==> src/rtl/decoder_grant_arbiter_if.sv <==
// rtl/decoder_grant_arbiter_if.sv - requester bank and decoder select bundle for decoder_grant_arbiter
interface decoder_grant_arbiter_if;
  logic [7:0] Req;
  logic       Enable;
  logic       A;
  logic       B;
  logic       C;
  logic       Busy;
  logic       Timeout;

  modport master (output Req, input Enable, A, B, C, Busy, Timeout);
  modport slave  (input Req, output Enable, A, B, C, Busy, Timeout);
endinterface

==> src/rtl/decoder_grant_arbiter.sv <==
// rtl/decoder_grant_arbiter.sv - round-robin arbiter driving a 3-to-8 decoder select
// Optional hold limit enabled by DECODER_ARB_TIMEOUT_EN.
module decoder_grant_arbiter #(
  parameter int unsigned MAX_HOLD = 16
) (
  input  logic                    Clock,
  input  logic                    Resetn,
  decoder_grant_arbiter_if.slave  bus
);

  typedef enum logic [1:0] {IDLE, GRANT, GAP} state_t;

  state_t     state_q, state_d;
  logic [2:0] ptr_q, ptr_d;
  logic [2:0] idx_q, idx_d;
  logic       en_q, en_d;
  logic       busy_q, busy_d;
  logic       tmo_q, tmo_d;
  logic [2:0] pick;
  logic       pick_valid;

  // Legal range is 1..256; an empty block names the violation in elaboration output.
  if (MAX_HOLD < 1 || MAX_HOLD > 256) begin : g_max_hold_out_of_range
  end

`ifdef DECODER_ARB_TIMEOUT_EN
  localparam logic [7:0] HOLD_LAST = 8'(MAX_HOLD - 1);
  logic [7:0] cnt_q, cnt_d;
`endif

  // Scan ptr+1 .. ptr+8 so the last grantee is considered last.
  always_comb begin
    pick       = '0;
    pick_valid = 1'b0;
    for (int k = 1; k <= 8; k++) begin
      if (!pick_valid && bus.Req[ptr_q + 3'(k)]) begin
        pick_valid = 1'b1;
        pick       = ptr_q + 3'(k);
      end
    end
  end

  always_comb begin
    state_d = state_q;
    ptr_d   = ptr_q;
    idx_d   = idx_q;
    tmo_d   = 1'b0;
`ifdef DECODER_ARB_TIMEOUT_EN
    cnt_d   = cnt_q;
`endif
    unique case (state_q)
      IDLE: begin
        if (pick_valid) begin
          idx_d   = pick;
          state_d = GRANT;
`ifdef DECODER_ARB_TIMEOUT_EN
          cnt_d   = '0;
`endif
        end
      end
      GRANT: begin
        if (!bus.Req[idx_q]) begin
          ptr_d   = idx_q;
          state_d = GAP;
        end
`ifdef DECODER_ARB_TIMEOUT_EN
        else if (cnt_q == HOLD_LAST) begin
          ptr_d   = idx_q;
          tmo_d   = 1'b1;
          state_d = GAP;
        end else begin
          cnt_d = cnt_q + 8'd1;
        end
`endif
      end
      GAP:     state_d = IDLE;
      default: state_d = IDLE;
    endcase
    en_d   = (state_d == GRANT);
    busy_d = (state_d != IDLE);
  end

  always_ff @(posedge Clock or negedge Resetn) begin
    if (!Resetn) begin
      state_q <= IDLE;
      ptr_q   <= 3'd7;
      idx_q   <= 3'd0;
      en_q    <= 1'b0;
      busy_q  <= 1'b0;
      tmo_q   <= 1'b0;
`ifdef DECODER_ARB_TIMEOUT_EN
      cnt_q   <= '0;
`endif
    end else begin
      state_q <= state_d;
      ptr_q   <= ptr_d;
      idx_q   <= idx_d;
      en_q    <= en_d;
      busy_q  <= busy_d;
      tmo_q   <= tmo_d;
`ifdef DECODER_ARB_TIMEOUT_EN
      cnt_q   <= cnt_d;
`endif
    end
  end

  assign bus.Enable  = en_q;
  assign bus.A       = idx_q[2];
  assign bus.B       = idx_q[1];
  assign bus.C       = idx_q[0];
  assign bus.Busy    = busy_q;
  assign bus.Timeout = tmo_q;

endmodule

==> src/flat_wrapper.sv <==
// flat-port wrapper written by rule: the top's interface ports become plain ports
module decoder_grant_arbiter_flat 
#(
  parameter int unsigned MAX_HOLD = 16
)
  (Clock, Resetn, bus_Req, bus_Enable, bus_A, bus_B, bus_C, bus_Busy, bus_Timeout);
  decoder_grant_arbiter_if bus_i ();
  input  logic Clock;
  input  logic Resetn;
  input wire logic [$bits(bus_i.Req)-1:0] bus_Req;
  output wire logic [$bits(bus_i.Enable)-1:0] bus_Enable;
  output wire logic [$bits(bus_i.A)-1:0] bus_A;
  output wire logic [$bits(bus_i.B)-1:0] bus_B;
  output wire logic [$bits(bus_i.C)-1:0] bus_C;
  output wire logic [$bits(bus_i.Busy)-1:0] bus_Busy;
  output wire logic [$bits(bus_i.Timeout)-1:0] bus_Timeout;
  assign bus_i.Req = bus_Req;
  assign bus_Enable = bus_i.Enable;
  assign bus_A = bus_i.A;
  assign bus_B = bus_i.B;
  assign bus_C = bus_i.C;
  assign bus_Busy = bus_i.Busy;
  assign bus_Timeout = bus_i.Timeout;
  decoder_grant_arbiter #(.MAX_HOLD(MAX_HOLD)) u_core (.Clock(Clock), .Resetn(Resetn), .bus(bus_i));
endmodule
==> config.mk <==
export PLATFORM = sky130hd
export DESIGN_NAME = decoder_grant_arbiter_flat
export DESIGN_NICKNAME = d
export VERILOG_FILES = /design/src/rtl/decoder_grant_arbiter_if.sv /design/src/rtl/decoder_grant_arbiter.sv /design/src/flat_wrapper.sv
export SDC_FILE = /design/constraint.sdc
export NUM_CORES = 1
export LEC_CHECK = 0
export BUFFER_PORTS_ARGS = -buffer_cell sky130_fd_sc_hd__buf_2
export CORE_MARGIN = 1.5
export CORE_UTILIZATION = 63
export CTS_CLUSTER_DIAMETER = 50
export CTS_CLUSTER_SIZE = 30
export DETAILED_ROUTE_END_ITERATION = 12
export GPL_TIMING_DRIVEN = 0
export PLACE_DENSITY = 0.92
export SKIP_LAST_GASP = 1
export SLEW_MARGIN = 5
export SYNTH_ARGS = -nofsm -noshare
export SYNTH_HDL_FRONTEND = slang
export SYNTH_SLANG_ARGS = --single-unit
export TNS_END_PERCENT = 1
==> constraint.sdc <==
create_clock -name Clock -period 4.21 [get_ports Clock]
set_input_delay 0.842 -clock Clock [delete_from_list [all_inputs] [get_ports Clock]]
set_output_delay 0.842 -clock Clock [all_outputs]
set_load 0.1 [all_outputs]
# ---- Word-level counts from Yosys, hierarchy flattened
# Index checks and enable logic that the tools add are counted.
dict set report word_totals {
  reg_bits 10
  inputBits 10
  out_inout_bits 6
}
dict set report classes {
  eq_ne 2
  bitwise_logic 1
  mux 37
  n_addsub 7
  reduce_logical 18
  n_lt_le_gt_ge 9
}
# op count
set op_table {}
lappend op_table {{$lt A3 B4 Y1 const B} 9}
lappend op_table {{$bmux W1 S3} 9}
lappend op_table {{$mux W3} 8}
lappend op_table {{$mux W1} 17}
lappend op_table {{$add A3 B3 Y3 const B} 4}
lappend op_table {{$logic_and A1 B1 Y1} 7}
lappend op_table {{$logic_not A1 Y1} 7}
lappend op_table {{$add A3 B2 Y3 const B} 2}
lappend op_table {{$eq A2 B1 Y1 const B} 2}
lappend op_table {{$mux W2} 2}
lappend op_table {{$pmux W2 S2} 1}
lappend op_table {{$reduce_and A2 Y1} 2}
lappend op_table {{$add A3 B1 Y3 const B} 1}
lappend op_table {{$logic_not A2 Y1} 1}
lappend op_table {{$reduce_bool A2 Y1} 1}
lappend op_table {{$not A1 Y1} 1}

# ---- Depth between registers and ports, before layout
dict set report depth {
  ltp_word 28
  ltp_mapped 12
}

# ---- Least setup slack after synthesis
# No wires, ideal clock.
dict set report synth_timing {
  kind {register to register}
  start {reg u_core.ptr_q[1]}
  end {reg u_core.idx_q[1]}
  t_arrival_ns 2.641
  setup_slack_ns 1.440
  setup_time_ns 0.130
  path_stages_with_launch 13
  period_less_slack_ns 2.770
  t_required_ns 4.080
  path_cell_list {dfstp_2 buf_6 inv_1 ha_1 buf_6 buf_6 mux2i_1 mux2i_1 o22ai_2 a21oi_1 mux2_2 a221oi_2 o211ai_2}
}
dict set report synth_via {
  elab_chain_len 26
  word_cells_on_any_way 54
  cone_classes {add/sub: 7; mux: 32; reduce/logical: 15}
}
# element line_no
set synth_rtl {}
lappend synth_rtl {{start: declaration} decoder_grant_arbiter.sv:14} ;# logic [2:0] ptr_q, ptr_d;
lappend synth_rtl {{start signal: assignment} decoder_grant_arbiter.sv:96} ;# ptr_q <= ptr_d;
lappend synth_rtl {{$add A3 B1 Y3} {decoder_grant_arbiter.sv:36, decoder_grant_arbiter.sv:38}}
lappend synth_rtl {{$bmux W1 S3} decoder_grant_arbiter.sv:36} ;# if (!pick_valid && bus.Req[ptr_q + 3'(k)]) begin
lappend synth_rtl {{$mux W1 (not written as such)} decoder_grant_arbiter.sv:36}
lappend synth_rtl {{$mux W1} decoder_grant_arbiter.sv:36}
lappend synth_rtl {{$logic_not A1 Y1} decoder_grant_arbiter.sv:36}
lappend synth_rtl {{$logic_and A1 B1 Y1} decoder_grant_arbiter.sv:36}
lappend synth_rtl {{$mux W1} decoder_grant_arbiter.sv:36}
lappend synth_rtl {{$logic_not A1 Y1} decoder_grant_arbiter.sv:36}
lappend synth_rtl {{[... 10 more ...]} -}
lappend synth_rtl {{$mux W1} decoder_grant_arbiter.sv:36}
lappend synth_rtl {{$logic_not A1 Y1} decoder_grant_arbiter.sv:36}
lappend synth_rtl {{$logic_and A1 B1 Y1} decoder_grant_arbiter.sv:36}
lappend synth_rtl {{$mux W1} decoder_grant_arbiter.sv:36}
lappend synth_rtl {{$logic_not A1 Y1} decoder_grant_arbiter.sv:36}
lappend synth_rtl {{$logic_and A1 B1 Y1} decoder_grant_arbiter.sv:36}
lappend synth_rtl {{$mux W1} decoder_grant_arbiter.sv:36}
lappend synth_rtl {{$reduce_and A2 Y1 (no line)} -}
lappend synth_rtl {{end signal: assignment} decoder_grant_arbiter.sv:97} ;# idx_q <= idx_d;
lappend synth_rtl {{end: declaration} decoder_grant_arbiter.sv:15} ;# logic [2:0] idx_q, idx_d;
# Parallel ways exist; a longest one is shown, timed or not. The select of a mux whose other input is x is not followed.
# A chain may end at the register's enable or synchronous reset.

# ---- Final worst setup path
# Ends and elaborated chain as after synthesis.

==> results.cfg <==
[sta]
fin_crit_ns = 3.29
final_max_slew_viol_count = 0
tns_ns = 0
finalSetupViolCount = 0
min_period_over_period = 0.781
worstMarginPinSlew_ns = 0.494
final-hold-violation-count = 0
fin_worst_skew_ns = 0.00326
slew_headroom = 0.668
grt_setup_unrepaired = false
max_freq_mhz = 304
hold_slack_ns = 0.421

[logic_synthesis]
yosysSeqAreaShare = 0.180
syn_area_per_cell_sq_um = 9.93
ys_types = 56
netlist_area_sq_um = 1410
synth_area_leaders = mux4_2, dfrtp_1, mux2i_1
syn_nets = 154
yosys_warnings = 0
synthCells = 142
synthFlopType = dfrtp_1
yosysMostFrequentCell = nand2_1
synth_seq_cells = 10
synth_top_area_frac = 0.144
synth_common_cells = nand2_1, o21ai_0, mux2i_1, mux4_2, dfrtp_1
synthArstFlopShare = 1.00
netlist.top_cell.by_area = mux4_2
synth-edff-count = 0

[clocking]
cts_tree = yes
worst_skew_pair.late_latency_ns = 0.28
cts_resized = 0
cts_sinks = 10
post_cts_buffers = 0
cts_max_level = 1
clockBufferDepth = 2
root_buffer = clkbuf_4
cts.clk_slew.worst_paths_ns = 0.07
cts_hold_buf = 0
cts_buffers = 3

[die]
rows = 16
fp.coreArea_sq_um = 2040
die_area_sq_um = 2530
die_h_um = 50.3
die-width_um = 50.3
ios = 16
start_util = 0.691

[worst_setup_path]
regToRegSetupSlack_ns = 0.92
crit_required_ns = 4.37
crit_fanout = 10
worst_setup_path_start_kind = register
criticalPathCategory = register to register
cp-end-kind = register
crit_arrival_ns = 3.44

[route]
vias_per_cell = 6.72
finalWirelength_um = 3610
drt_iter0_markers = 49
via_count = 1257
ant_nets = 0
route.detailed.drc = 0
first_pass_iters = 4
wire_per_inst_um = 19.3

[global_route]
grt_max_degree = 11
overflow = 0
grt_pass1_vias = 1304
antenna_found_initial = 0
grt_pass1_wl_um = 6080
grt_use_total = 0.322

[layout]
nets = 173
finish.utilization = 0.759
syn2layout_area_growth_pct = 9.94
antenna_cells = 0
design_area_sq_um = 1550
drive_above_1_share = 0.369

[placement]
port_buffers = 14
dpl_cell_area_sq_um = 1510
place.detailed.hpwl_um = 2760
gp_congestion = 0.923

[outcome]
status = completed

[flow_run]
drv_cap = 0

[min_path]
min_path_type = primary input to asynchronous set/reset pin
==> registers in the layout, indices dropped and copies added, names as in the netlist <==
| register | flops |
|---|---|
| u_core.state_q | 2 |
| u_core.bus.Enable | 1 |
| u_core.ptr_q | 3 |
| u_core.bus.Busy | 1 |
| u_core.idx_q | 3 |
==> metal layers <==
metal	vias up	wire [um]	GRT usage	share of wire
met1	621	1510	0.393	0.42
met4	0	63	0.108	0.017
li1	579	-	-	-
met5	-	0	0	0
met2	48	1870	0.555	0.52
met3	9	177	0.0774	0.049
==> worst paths after layout <==
kind	start	to	depth (start not counted)
hold reg to reg	u_core.state_q[1]	u_core.bus.Busy	1
setup / recovery	u_core.ptr_q[1]	u_core.idx_q[1]	12
hold / removal	Resetn	u_core.state_q[1]	1
setup reg to reg	u_core.ptr_q[1]	u_core.idx_q[1]	12
max in group asynchronous	Resetn	u_core.ptr_q[0]	1
min in group Clock	u_core.state_q[1]	u_core.bus.Busy	1
==> critical path: stages, from the launching register on <==
cell and delay (ns):
dfstp_2 0.60, buf_6 0.18, inv_1 0.15, ha_1 0.33, buf_6 0.12, buf_6 0.15, mux2i_1 0.33, mux2i_1 0.19
o22ai_2 0.36, a21oi_1 0.11, mux2_2 0.29, a221oi_2 0.25, o211ai_2 0.10
==> cell usage in the layout (no fill, tap or decap), types with 4 or more instances in the layout <==
cell,n
dfrtp_1,7
buf_2,15
nand2b_1,6
nand3_1,6
mux2_2,5
inv_1,6
o21ai_0,10
mux2i_1,9
buf_6,4
nor2_1,6
nand2_1,13
mux4_2,9
==> kinds of logic after synthesis <==
group,count (synthesis),synth area share
adder cells (fa/ha/maj),2,0.0177
AO/OA/AOI/OAI,39,0.216
flip-flops,10,0.180
multiplexers,25,0.282
buffers and inverters,15,0.0674
XOR/XNOR,5,0.0550
other,1,0.00266
AND/OR/NAND/NOR,45,0.178
==> stage by stage <==
step | std cells | setup WS [ns]
global route | 187 | 0.739
detailed placement | 183 | 0.990
global placement | 183 | 1.12
finish | 187 | 0.923
floorplan | 142 | 1.44
CTS | 187 | 0.958
==> layout make-up <==
| class | instances | area, sq um |
|---|---|---|
| plain buffers | 8 | 68.8 |
| clock buffers | 4 | 36.3 |
| fillers | 155 | 492 |
| inverters | 7 | 26.3 |
| multi-input cells | 117 | 1060 |
| flip-flops and latches | 10 | 254 |
| well taps | 27 | 33.8 |
| repair buffers | 14 | 70.1 |
Power is left out: the tool's default activity adds up to more than one toggle a clock period on the data nets, which glitch-free logic cannot reach.
